**src/rtl/fp_pkg.sv**
```systemverilog
// fp_pkg: shared widths, field indices and FSM states for the FP normalize/round stage.
package fp_pkg;
  localparam int EXP_W = 8;
  localparam int FRAC_W = 23;
  localparam int MW = FRAC_W + 5;
  localparam int IEW = EXP_W + 2;
  localparam int EXP_MAX = 255;
  localparam int BIAS = 127;
  localparam int C_IDX = MW - 1;
  localparam int H_IDX = MW - 2;
  localparam int G_IDX = 2;
  localparam int R_IDX = 1;
  localparam int S_IDX = 0;
  typedef enum logic [1:0] {IDLE, SHIFT, ROUND, DONE} state_e;
endpackage

```
**src/rtl/fp_normalize_round_if.sv**
```systemverilog
// fp_normalize_round_if: valid/ready input and output channels of the normalize/round stage.
interface fp_normalize_round_if;
  import fp_pkg::*;
  logic in_valid;
  logic in_ready;
  logic in_sign;
  logic [EXP_W-1:0] in_exp;
  logic [MW-1:0] in_mant;
  logic out_valid;
  logic out_ready;
  logic [EXP_W+FRAC_W:0] out_result;
  logic out_overflow;
  logic out_inexact;
  modport master (output in_valid, in_sign, in_exp, in_mant, out_ready,
                  input in_ready, out_valid, out_result, out_overflow, out_inexact);
  modport slave (input in_valid, in_sign, in_exp, in_mant, out_ready,
                 output in_ready, out_valid, out_result, out_overflow, out_inexact);
endinterface

```
**src/rtl/fp_round_rne.sv**
```systemverilog
// fp_round_rne: round-to-nearest-even of a normalized mantissa and exponent/infinity packing.
module fp_round_rne
  import fp_pkg::*;
(
  input  logic [IEW-1:0]    exp_i,
  input  logic [MW-2:0]     mant_i,
  output logic [EXP_W-1:0]  exp_o,
  output logic [FRAC_W-1:0] frac_o,
  output logic              overflow,
  output logic              inexact
);
  logic round_up;
  logic [FRAC_W+1:0] sig;
  logic [IEW-1:0] exp_r;
  always_comb begin
    round_up = mant_i[G_IDX] & (mant_i[R_IDX] | mant_i[S_IDX] | mant_i[3]);
    inexact = |mant_i[G_IDX:S_IDX];
    sig = {1'b0, mant_i[H_IDX:3]} + (FRAC_W+2)'(round_up);
    // A denormal has exp_i==1 with no hidden bit; rounding into hidden makes that field 1.
    exp_r = sig[FRAC_W+1] ? exp_i + 1'b1 : (sig[FRAC_W] ? exp_i : '0);
    overflow = exp_r >= IEW'(EXP_MAX);
    exp_o = overflow ? '1 : exp_r[EXP_W-1:0];
    frac_o = (overflow | sig[FRAC_W+1]) ? '0 : sig[FRAC_W-1:0];
  end
endmodule

```
**src/rtl/fp_normalize_round.sv**
```systemverilog
// fp_normalize_round: iterative left-shift normalization, RNE rounding and IEEE single packing.
module fp_normalize_round
  import fp_pkg::*;
(
  input logic clk,
  input logic rst,
  fp_normalize_round_if.slave bus
);
  state_e state_q, state_d;
  logic sign_q, sign_d;
  logic [IEW-1:0] exp_q, exp_d;
  logic [MW-1:0] mant_q, mant_d, sh;
  logic shift;
  logic in_ready_q, in_ready_d;
  logic out_valid_q, out_valid_d;
  logic [EXP_W+FRAC_W:0] out_result_q, out_result_d;
  logic out_overflow_q, out_overflow_d;
  logic out_inexact_q, out_inexact_d;
  logic [EXP_W-1:0] r_exp;
  logic [FRAC_W-1:0] r_frac;
  logic r_ovf, r_inx;
  fp_round_rne u_round (
    .exp_i(exp_q), .mant_i(mant_q[MW-2:0]),
    .exp_o(r_exp), .frac_o(r_frac), .overflow(r_ovf), .inexact(r_inx)
  );
  always_comb begin
    state_d = state_q;
    sign_d = sign_q;
    exp_d = exp_q;
    mant_d = mant_q;
    in_ready_d = in_ready_q;
    out_valid_d = out_valid_q;
    out_result_d = out_result_q;
    out_overflow_d = out_overflow_q;
    out_inexact_d = out_inexact_q;
    // At exp==1 no further shift is possible; the value is kept as a denormal.
    shift = exp_q != IEW'(1);
    sh = shift ? mant_q << 1 : mant_q;
    case (state_q)
      IDLE: if (bus.in_valid && in_ready_q) begin
        sign_d = bus.in_sign;
        exp_d = {2'b00, bus.in_exp};
        mant_d = bus.in_mant;
        in_ready_d = 1'b0;
        if (bus.in_mant == '0) begin
          state_d = DONE;
          out_valid_d = 1'b1;
          out_result_d = '0;
        end else if (bus.in_mant[C_IDX]) begin
          mant_d = {1'b0, bus.in_mant[MW-1:2], |bus.in_mant[1:0]};
          exp_d = {2'b00, bus.in_exp} + 1'b1;
          state_d = ROUND;
        end else begin
          state_d = bus.in_mant[H_IDX] ? ROUND : SHIFT;
        end
      end
      SHIFT: begin
        mant_d = sh;
        exp_d = shift ? exp_q - 1'b1 : exp_q;
        state_d = (sh[H_IDX] || exp_d == IEW'(1)) ? ROUND : SHIFT;
      end
      ROUND: begin
        out_result_d = {sign_q, r_exp, r_frac};
        out_overflow_d = r_ovf;
        out_inexact_d = r_inx;
        out_valid_d = 1'b1;
        state_d = DONE;
      end
      DONE: if (bus.out_ready) begin
        state_d = IDLE;
        in_ready_d = 1'b1;
        out_valid_d = 1'b0;
        out_result_d = '0;
        out_overflow_d = 1'b0;
        out_inexact_d = 1'b0;
      end
      default: state_d = IDLE;
    endcase
  end
  always_ff @(posedge clk) begin
    if (rst) begin
      state_q <= IDLE;
      sign_q <= 1'b0;
      exp_q <= '0;
      mant_q <= '0;
      in_ready_q <= 1'b1;
      out_valid_q <= 1'b0;
      out_result_q <= '0;
      out_overflow_q <= 1'b0;
      out_inexact_q <= 1'b0;
    end else begin
      state_q <= state_d;
      sign_q <= sign_d;
      exp_q <= exp_d;
      mant_q <= mant_d;
      in_ready_q <= in_ready_d;
      out_valid_q <= out_valid_d;
      out_result_q <= out_result_d;
      out_overflow_q <= out_overflow_d;
      out_inexact_q <= out_inexact_d;
    end
  end
  assign bus.in_ready = in_ready_q;
  assign bus.out_valid = out_valid_q;
  assign bus.out_result = out_result_q;
  assign bus.out_overflow = out_overflow_q;
  assign bus.out_inexact = out_inexact_q;
endmodule
```
**src/flat_wrapper.sv**
```systemverilog
// flat-port wrapper written by rule: the top's interface ports become plain ports
module fp_normalize_round_flat import fp_pkg::*;
  (clk, rst, bus_in_valid, bus_in_sign, bus_in_exp, bus_in_mant, bus_out_ready, bus_in_ready, bus_out_valid, bus_out_result, bus_out_overflow, bus_out_inexact);
  fp_normalize_round_if bus_i ();
  input logic clk;
  input logic rst;
  input wire logic [$bits(bus_i.in_valid)-1:0] bus_in_valid;
  input wire logic [$bits(bus_i.in_sign)-1:0] bus_in_sign;
  input wire logic [$bits(bus_i.in_exp)-1:0] bus_in_exp;
  input wire logic [$bits(bus_i.in_mant)-1:0] bus_in_mant;
  input wire logic [$bits(bus_i.out_ready)-1:0] bus_out_ready;
  output wire logic [$bits(bus_i.in_ready)-1:0] bus_in_ready;
  output wire logic [$bits(bus_i.out_valid)-1:0] bus_out_valid;
  output wire logic [$bits(bus_i.out_result)-1:0] bus_out_result;
  output wire logic [$bits(bus_i.out_overflow)-1:0] bus_out_overflow;
  output wire logic [$bits(bus_i.out_inexact)-1:0] bus_out_inexact;
  assign bus_i.in_valid = bus_in_valid;
  assign bus_i.in_sign = bus_in_sign;
  assign bus_i.in_exp = bus_in_exp;
  assign bus_i.in_mant = bus_in_mant;
  assign bus_i.out_ready = bus_out_ready;
  assign bus_in_ready = bus_i.in_ready;
  assign bus_out_valid = bus_i.out_valid;
  assign bus_out_result = bus_i.out_result;
  assign bus_out_overflow = bus_i.out_overflow;
  assign bus_out_inexact = bus_i.out_inexact;
  fp_normalize_round u_core (.clk(clk), .rst(rst), .bus(bus_i));
endmodule
```
**config.mk**
```make
export PLATFORM = sky130hd
export DESIGN_NAME = fp_normalize_round_flat
export DESIGN_NICKNAME = d
export VERILOG_FILES = /design/src/rtl/fp_pkg.sv /design/src/rtl/fp_normalize_round_if.sv /design/src/rtl/fp_round_rne.sv /design/src/rtl/fp_normalize_round.sv /design/src/flat_wrapper.sv
export SDC_FILE = /design/constraint.sdc
export NUM_CORES = 1
export LEC_CHECK = 0
export ABC_AREA = 1
export CAP_MARGIN = 10
export CORE_MARGIN = 2
export CORE_UTILIZATION = 48
export DETAILED_ROUTE_END_ITERATION = 16
export MAX_ROUTING_LAYER = met4
export PLACE_DENSITY = 0.72
export SYNTH_ARGS = -nofsm -noshare
export SYNTH_HDL_FRONTEND = slang
export SYNTH_HIERARCHICAL = 1
export SYNTH_SLANG_ARGS = --single-unit
```
**constraint.sdc**
```tcl
create_clock -name clk -period 2.8 [get_ports clk]
set_clock_uncertainty 0.1 [all_clocks]
set_input_delay 0.84 -clock clk [delete_from_list [all_inputs] [get_ports clk]]
set_output_delay 0.84 -clock clk [all_outputs]
set_load 0.01 [all_outputs]
```
==> results of run 1 <==
cells in the mapped netlist:
library cell    n  area [µm²]
nand2_1       272        1020
inv_1          85         319
dfxtp_1        76        1520
nor2_1         57         214
a21oi_1        45         225
o21ai_0        41         205
o211ai_1       31         233
nand3_1        28         140
nand4_1        28         175
nor2_2         22         138
xor2_1         20         175
clkbuf_1       11        41.3
buf_2           9        45.0
nor2_4          8        90.1
xnor2_1         7        61.3
inv_2           6        22.5
nor3_1          6        30.0
buf_1           5        18.8
ha_1            5        62.6
nand2_2         4        25.0
or2_2           4        25.0
a22oi_1         3        22.5
a31oi_1         3        18.8
nand2_4         3        33.8
nor4_1          3        18.8
buf_12          2        40.0
buf_4           2        15.0
buf_6           2        22.5
nand3_4         2        35.0
nand3b_1        2        15.0
nor2_8          2        40.0
o21ai_1         2        10.0
o21bai_1        2        15.0
o221ai_1        2        17.5
or2_1           2        12.5
a21oi_2         1        8.76
a21oi_4         1        16.3
clkinv_2        1        5.00
mux2i_1         1        10.0
nand3_2         1        10.0
nand4_2         1        12.5
nor3_4          1        16.3
nor3b_1         1        7.51
where the power goes:
group	leakage [µW]	total [µW]	switching, µW	internal [µW]
clock network	0.0000803	782	439	343
logic	0.00209	1360	813	543
registers	0.000620	1320	131	1190
total	0.00279	3460	1380	2080
layer usage:
| metal | global-route usage [%] | up-vias | wire [µm] |
|---|---|---|---|
| met1 | 35.9 | 2456 | 6970 |
| li1 | - | 2822 | - |
| met4 | 6.14 | 0 | 102 |
| met5 | - | - | 0 |
| met3 | 2.65 | 10 | 823 |
| met2 | 37.7 | 184 | 6390 |
worst max path at each step:
| stage | end | from | slack, ps |
|---|---|---|---|
| 6_report | u_core/bus.out_result[10]$_SDFFE_PP0P_ | u_core/mant_q[3]$_SDFFE_PP0P_ | 140 |
| 5_1_grt | u_core/bus.out_result[10]$_SDFFE_PP0P_ | u_core/mant_q[3]$_SDFFE_PP0P_ | -30 |
| 4_1_cts | u_core/bus.out_result[9]$_SDFFE_PP0P_ | u_core/mant_q[3]$_SDFFE_PP0P_ | 50 |
| 3_5_place_dp | u_core/bus.out_result[9]$_SDFFE_PP0P_ | bus_in_mant[0] | 50 |
| 3_3_place_gp | u_core/bus.out_result[8]$_SDFFE_PP0P_ | bus_in_mant[0] | 60 |
| 2_1_floorplan | u_core/bus.out_result[20]$_SDFFE_PP0P_ | u_core/mant_q[2]$_SDFFE_PP0P_ | 390 |
cell families (layout without fill, tap and decap cells):
group | after synthesis | count (layout) | share of synthesized area (%)
xor gates and xnor gates | 27 | 27 | 4.56
AOI/OAI and AO/OA | 131 | 131 | 14.9
buffers and inverters | 123 | 223 | 10.2
DFF | 76 | 76 | 29.3
and+or+nand+nor | 447 | 449 | 39.7
adders and majority gates | 5 | 5 | 1.21
muxes | 1 | 1 | 0.193
through the flow:
stage / area (µm²) / total power (µW)
5_1_grt: 6550 / 3670
2_1_floorplan: 5190 / 2220
4_1_cts: 6440 / 3440
3_3_place_gp: 6260 / 2650
6_report: 6550 / 3460
3_5_place_dp: 6260 / 2670
placed cells by master, fill, tap and decap left out, types with 6 or more instances in the layout:
| cell type | n |
|---|---|
| nand2_1 | 272 |
| buf_4 | 33 |
| nor2_4 | 8 |
| nor3_1 | 6 |
| nand4_1 | 28 |
| o21ai_0 | 41 |
| xor2_1 | 20 |
| nor2_2 | 25 |
| dfxtp_1 | 74 |
| clkbuf_8 | 10 |
| clkdlybuf4s50_1 | 76 |
| a21oi_1 | 39 |
| nand3_1 | 28 |
| o211ai_1 | 31 |
| xnor2_1 | 7 |
| a21oi_2 | 7 |
| nor2_1 | 54 |
| inv_2 | 6 |
| inv_1 | 85 |
area by class of cell:
cell class / count / share of cell area [%]
inverter: 92 / 5.29
sequential: 76 / 23.3
clock buffer: 10 / 2.10
multi-input combinational: 613 / 48.9
clock inverter: 6 / 0.612
tap: 136 / 2.60
timing repair buffer: 115 / 17.2
sequential cells by signal, indices dropped and copies added (netlist names):
name / cells
u_core/bus.out_result: 32
u_core/mant_q: 27
u_core/exp_q: 10
u_core/state_q: 2
u_core/bus.in_ready: 1
u_core/bus.out_inexact: 1
u_core/bus.out_overflow: 1
u_core/bus.out_valid: 1
u_core/sign_q: 1
critical path: cells and delay by family (launching register included):
kind,cells,cell delay (ps)
AO/OA/AOI/OAI,1,70
AND/OR/NAND/NOR,14,1630
flip-flops,1,330
adder cells (fa/ha/maj),1,190
buffers and inverters,2,220
timing repair:
| action | 4_1_cts | 5_1_grt |
|---|---|---|
| endpoints found under the hold margin | 0 | 0 |
| setup buffers | 0 | 2 |
| endpoints found under the setup margin | 0 | 32 |
| resized for setup | 0 | 13 |
==> out/qor.yml, run 1 <==
area_delta_synth_final_pct: 26.1
power_leakage_uw: 0.00279
fin_setup_tns_ps: 0
grt_max_degree: 41
min_path_type: "reg -> reg"
cap_violations: 0
insertion_delay_ps: 360
worstHoldStart: "u_core/bus.out_valid$_SDFFE_PP0P_"
whs_ps: 359
fmax_mhz: 375
seqCellArea_um2: 1520
ys_ff_latch: 76
die_x_um: 108
vias_per_cell: 5.22
ff2ff_setup_slack_ps: 140
slew_violations: 0
grt_pass1_wl_um: 22900
grt_overflow: 0
min_period_over_period_pct: 95.2
avgSynthCellArea_um2: 6.41
fp-row-count: 37
syn_inst: 810
rsz0062_at_grt: "yes"
first_pass_iters: 4
path_clk_slew_ps: 90
multi_input_area_um2: 3200
yosysSeqAreaShare_pct: 29.3
gp_congestion: 0.877
numCtsBuffers: 9
die-area_um2: 11700
status: "finished clean"
io_pins: 77
fin_nets: 953
peakVddDrop_mv: 0.248
syn_area_um2: 5190
ant_nets: 0
reg2reg_from: "u_core/mant_q[3]$_SDFFE_PP0P_"
start_util_pct: 49.8
wl_um: 14300
timing.slew.headroom_pct: 64.7
finalSetupViolations: 0
cp_common_cell: "nand2_1"
dp_cells: 1027
hpwl_um: 10700
core_area_um2: 10400
synth.distinct_cells: 43
path_max_fanout: 5
grt_pass1_vias: 4789
dp_slack_ps: 48.3
cp_slowest_cell: "dfxtp_2"
finalWorstPathRequiredPeriod_ps: 2660
finalWorstSetupSlack_ps: 135
grt_use_total_pct: 25.0
worstSetupPathType: "reg -> reg"
num_vias: 5472
diodes: 0
yosys_warnings: 6
fill_cells: 1003
die_y_um: 108
cp.required_ps: 2930
crit_arrival_ps: 2800
cts_sinks: 76
worst_setup_path_start_kind: "flop"
drc_errors: 0
cp_cell_sequence: "nand2_1 -> inv_2 -> ha_2 -> nand2_1 -> nor2_2 -> nand2_2 -> nor2_4 -> nand4_4 -> or2_2 -> nand2_1 -> nand2_1 -> nor2_4 -> nand2_4 -> nand3_4 -> clkbuf_16 -> nor2_2 -> nand2_1 -> a21oi_1"
utilization_pct: 62.9
min_to: "u_core/bus.out_valid$_SDFFE_PP0P_"
regToRegEndpoint: "u_core/bus.out_result[10]$_SDFFE_PP0P_"
grt_antenna_before_repair: 0
finalHoldViolCount: 0
holdBufCountCts: 0
cts_root_buf: "clkbuf_8"
tightest_slew_ps: 525
cts_max_level: 3
critical_path.endpoint_type: "flop"
power.density_nw_per_um2: 529
min_path_cells: 2
max_stage_delay_ps: 330
final_cell_count_no_fill: 1048
clk_path_buf_depth: 2
port_buffers: 76
syn_nets: 856
routedWlPerCell_um: 13.6
drt_iter0_drc: 449
reg2reg_depth: 18
drive_gt1_share_pct: 13.8
tritoncts: "built"
(Power assumes the default switching activity.)
==> run 2: changes to the inputs <==
--- a/config.mk
+++ b/config.mk
@@ -7,7 +7,7 @@
 export LEC_CHECK = 0
 export ABC_AREA = 1
 export CAP_MARGIN = 10
-export CORE_MARGIN = 2
+export CORE_ASPECT_RATIO = 2
 export CORE_UTILIZATION = 48
 export DETAILED_ROUTE_END_ITERATION = 16
 export MAX_ROUTING_LAYER = met4
==> out/qor.yml, run 2 (synthesis results as in run 1) <==
status: "finished clean"  # unchanged
grt_max_degree: 46  # was 41
drt_iter0_drc: 233  # was 449
grt_pass1_vias: 5379  # was 4789
start_util_pct: 49.2  # was 49.8%
die_x_um: 75.5  # was 108 µm
min_path_cells: 2  # unchanged
wl_um: 15500  # was 14300 µm
cts_sinks: 76  # unchanged
die_y_um: 149  # was 108 µm
routedWlPerCell_um: 14.8  # was 13.6 µm
reg2reg_from: "u_core/mant_q[3]$_SDFFE_PP0P_"  # unchanged
port_buffers: 76  # unchanged
crit_start: "u_core/mant_q[3]$_SDFFE_PP0P_"  # unchanged
max_stage_delay_ps: 330  # about the same
wl_met3_um: 445  # was 823 µm
cp_slowest_cell: "dfxtp_2"  # unchanged
cp.required_ps: 2920  # was 2930 ps
critical_path.endpoint_type: "flop"  # unchanged
ff2ff_setup_slack_ps: 140  # about the same
path_max_fanout: 7  # was 5
grt_antenna_before_repair: 0  # unchanged
crit_family: "simple AND/OR/NAND/NOR gates"  # unchanged
timing.slew.headroom_pct: 67.9  # was 64.7%
grt_use_total_pct: 29.2  # was 25.0%
min_to: "u_core/bus.out_valid$_SDFFE_PP0P_"  # unchanged
crit_arrival_ps: 2780  # was 2800 ps
peakVddDrop_mv: 0.495  # was 0.248 mV
reg2reg_depth: 18  # unchanged
finalHoldViolCount: 0  # unchanged
worst_setup_path_start_kind: "flop"  # unchanged
fin_nets: 950  # was 953
die-area_um2: 11300  # was 11700 µm²
vias_per_cell: 5.41  # was 5.22
insertion_delay_ps: 340  # was 360 ps
core_area_um2: 10500  # was 10400 µm²
worstSetupPathType: "reg -> reg"  # unchanged
dp_cells: 1022  # was 1027
rsz0062_at_grt: "no"  # was yes
top_layer: "met4"  # unchanged
power.density_nw_per_um2: 613  # was 529 nW/µm²
first_pass_iters: 5  # was 4
fmax_mhz: 376  # was 375 MHz
clk_path_buf_depth: 2  # unchanged
power_leakage_uw: 0.00287  # was 0.00279 µW
grt_pass1_wl_um: 24000  # was 22900 µm
utilization_pct: 63.5  # was 62.9%
finalSetupViolations: 0  # unchanged
hpwl_um: 11600  # was 10700 µm
largest_register_ffs: 32  # unchanged
min_path_type: "reg -> reg"  # unchanged
num_vias: 5661  # was 5472
final_cell_count_no_fill: 1046  # was 1048
regToRegEndpoint: "u_core/bus.out_result[2]$_SDFFE_PP0P_"  # was u_core/bus.out_result[10]$_SDFFE_PP0P_
ant_nets: 0  # unchanged
holdBufCountCts: 0  # unchanged
cts_root_buf: "clkbuf_16"  # was clkbuf_8
worstHoldStart: "u_core/bus.out_valid$_SDFFE_PP0P_"  # unchanged
drive_gt1_share_pct: 13.2  # was 13.8%
final_cell_mix: "nand2_1 (270), inv_1 (85), clkdlybuf4s50_1 (76)"  # was nand2_1 (272), inv_1 (85), clkdlybuf4s50_1 (76)
cts_max_level: 3  # unchanged
mostFrequentLayoutCell: "nand2_1"  # unchanged
tightest_slew_ps: 478  # was 525 ps
diodes: 0  # unchanged
gp_congestion: 0.874  # was 0.877
wl_met2_um: 8640  # was 6390 µm
grt_overflow: 0  # unchanged
area_delta_synth_final_pct: 29.0  # was 26.1%
drc_errors: 0  # unchanged
wl_met1_um: 5380  # was 6970 µm
io_pins: 77  # unchanged
cap_violations: 0  # unchanged
slew_violations: 0  # unchanged
min_period_over_period_pct: 95.1  # was 95.2%
finalWorstPathRequiredPeriod_ps: 2660  # about the same
tritoncts: "built"  # unchanged
cp_cell_sequence: "nand2_2 -> inv_2 -> ha_4 -> nand2_1 -> nor2_2 -> nand2_2 -> nor2_4 -> nand4_4 -> buf_6 -> or2_4 -> nand2_1 -> nand2_2 -> nor2_4 -> nand2_8 -> nand3_2 -> nor2_2 -> nand2_1 -> a21oi_1"  # was nand2_1 -> inv_2 -> ha_2 -> nand2_1 -> nor2_2 -> nand2_2 -> nor2_4 -> nand4_4 -> or2_2 -> nand2_1 -> nand2_1 -> nor2_4 -> nand2_4 -> nand3_4 -> clkbuf_16 -> nor2_2 -> nand2_1 -> a21oi_1
fp-row-count: 53  # was 37
numCtsBuffers: 9  # unchanged
critPathBufInv: 2  # unchanged
path_clk_slew_ps: 60  # was 90 ps
finalPower_uw: 4110  # was 3460 µW
-- run 2: changes by cell type in the layout (fill, tap and decap cells not counted), moves of 3 or more --
cell / previous run / this run
clkbuf_16: 1 / 9
a21oi_2: 7 / 1
a21oi_1: 39 / 45
clkbuf_8: 10 / 0
clkinvlp_4: 4 / 1
buf_4: 33 / 30
bufinv_16: 0 / 4
-- run 2: stage by stage --
| stage | setup TNS [ps] | cell area [µm²] | hold slack [ps] | setup slack, ps |
|---|---|---|---|---|
| after detailed placement | -1480 | 6190 | 335 | -64.5 |
| after global placement | -7.72 | 6190 | 335 | -7.72 |
| after global routing | 0 | 6700 | 383 | 3.67 |
| after CTS | 0 | 6580 | 345 | 60.0 |
| after floorplan | 0 | 5190 | 341 | 385 |
| final | 0 | 6700 | 343 | 139 |
-- run 2: power by group --
part           leakage [µW]  internal (µW)  switching, µW  total [µW]
Sequential         0.000620           1190            161        1360
Combinational       0.00208            529            794        1320
Clock              0.000173            963            467        1430
-- run 2: layer usage --
layer / up-vias / global-route usage, %
li1: 2815 / -
met1: 2645 / 26.0
met2: 147 / 54.7
met3: 54 / 3.24
met4: 0 / 19.0
met5: - / -
-- run 2: worst max path at each step --
stage	end	slack (ps)	cells after the start
after global routing	u_core/bus.out_result[0]$_SDFFE_PP0P_	4	18
after global placement	u_core/exp_q[6]$_SDFFE_PP0P_	-8	9
after floorplan	u_core/bus.out_result[20]$_SDFFE_PP0P_	390	19
final	u_core/bus.out_result[2]$_SDFFE_PP0P_	140	18
after detailed placement	u_core/bus.out_result[21]$_SDFFE_PP0P_	-60	10
after CTS	u_core/bus.out_result[0]$_SDFFE_PP0P_	60	19
-- run 2: repair_timing --
action                                  CTS  global route
resized for setup                         2            14
endpoints found under the setup margin   16            32
pin swaps                                 0             5
gates cloned                              1             4
setup buffers                             0             3
-- run 2: cell type report --
cell class | instances | area [µm²]
clock buffer | 10 | 229
sequential | 76 | 1520
multi-input combinational | 615 | 3250
fill | 953 | 3840
timing repair buffer | 110 | 1040
clock inverter | 6 | 136
tap | 137 | 171
inverter | 92 | 347
-- run 2: worst min-delay path: cells and delay by family, from the launching register on --
| family | cells | cell delay, ps |
|---|---|---|
| flip-flops | 1 | 310 |
| AO/OA/AOI/OAI | 1 | 50 |
| buffers and inverters | 1 | 40 |
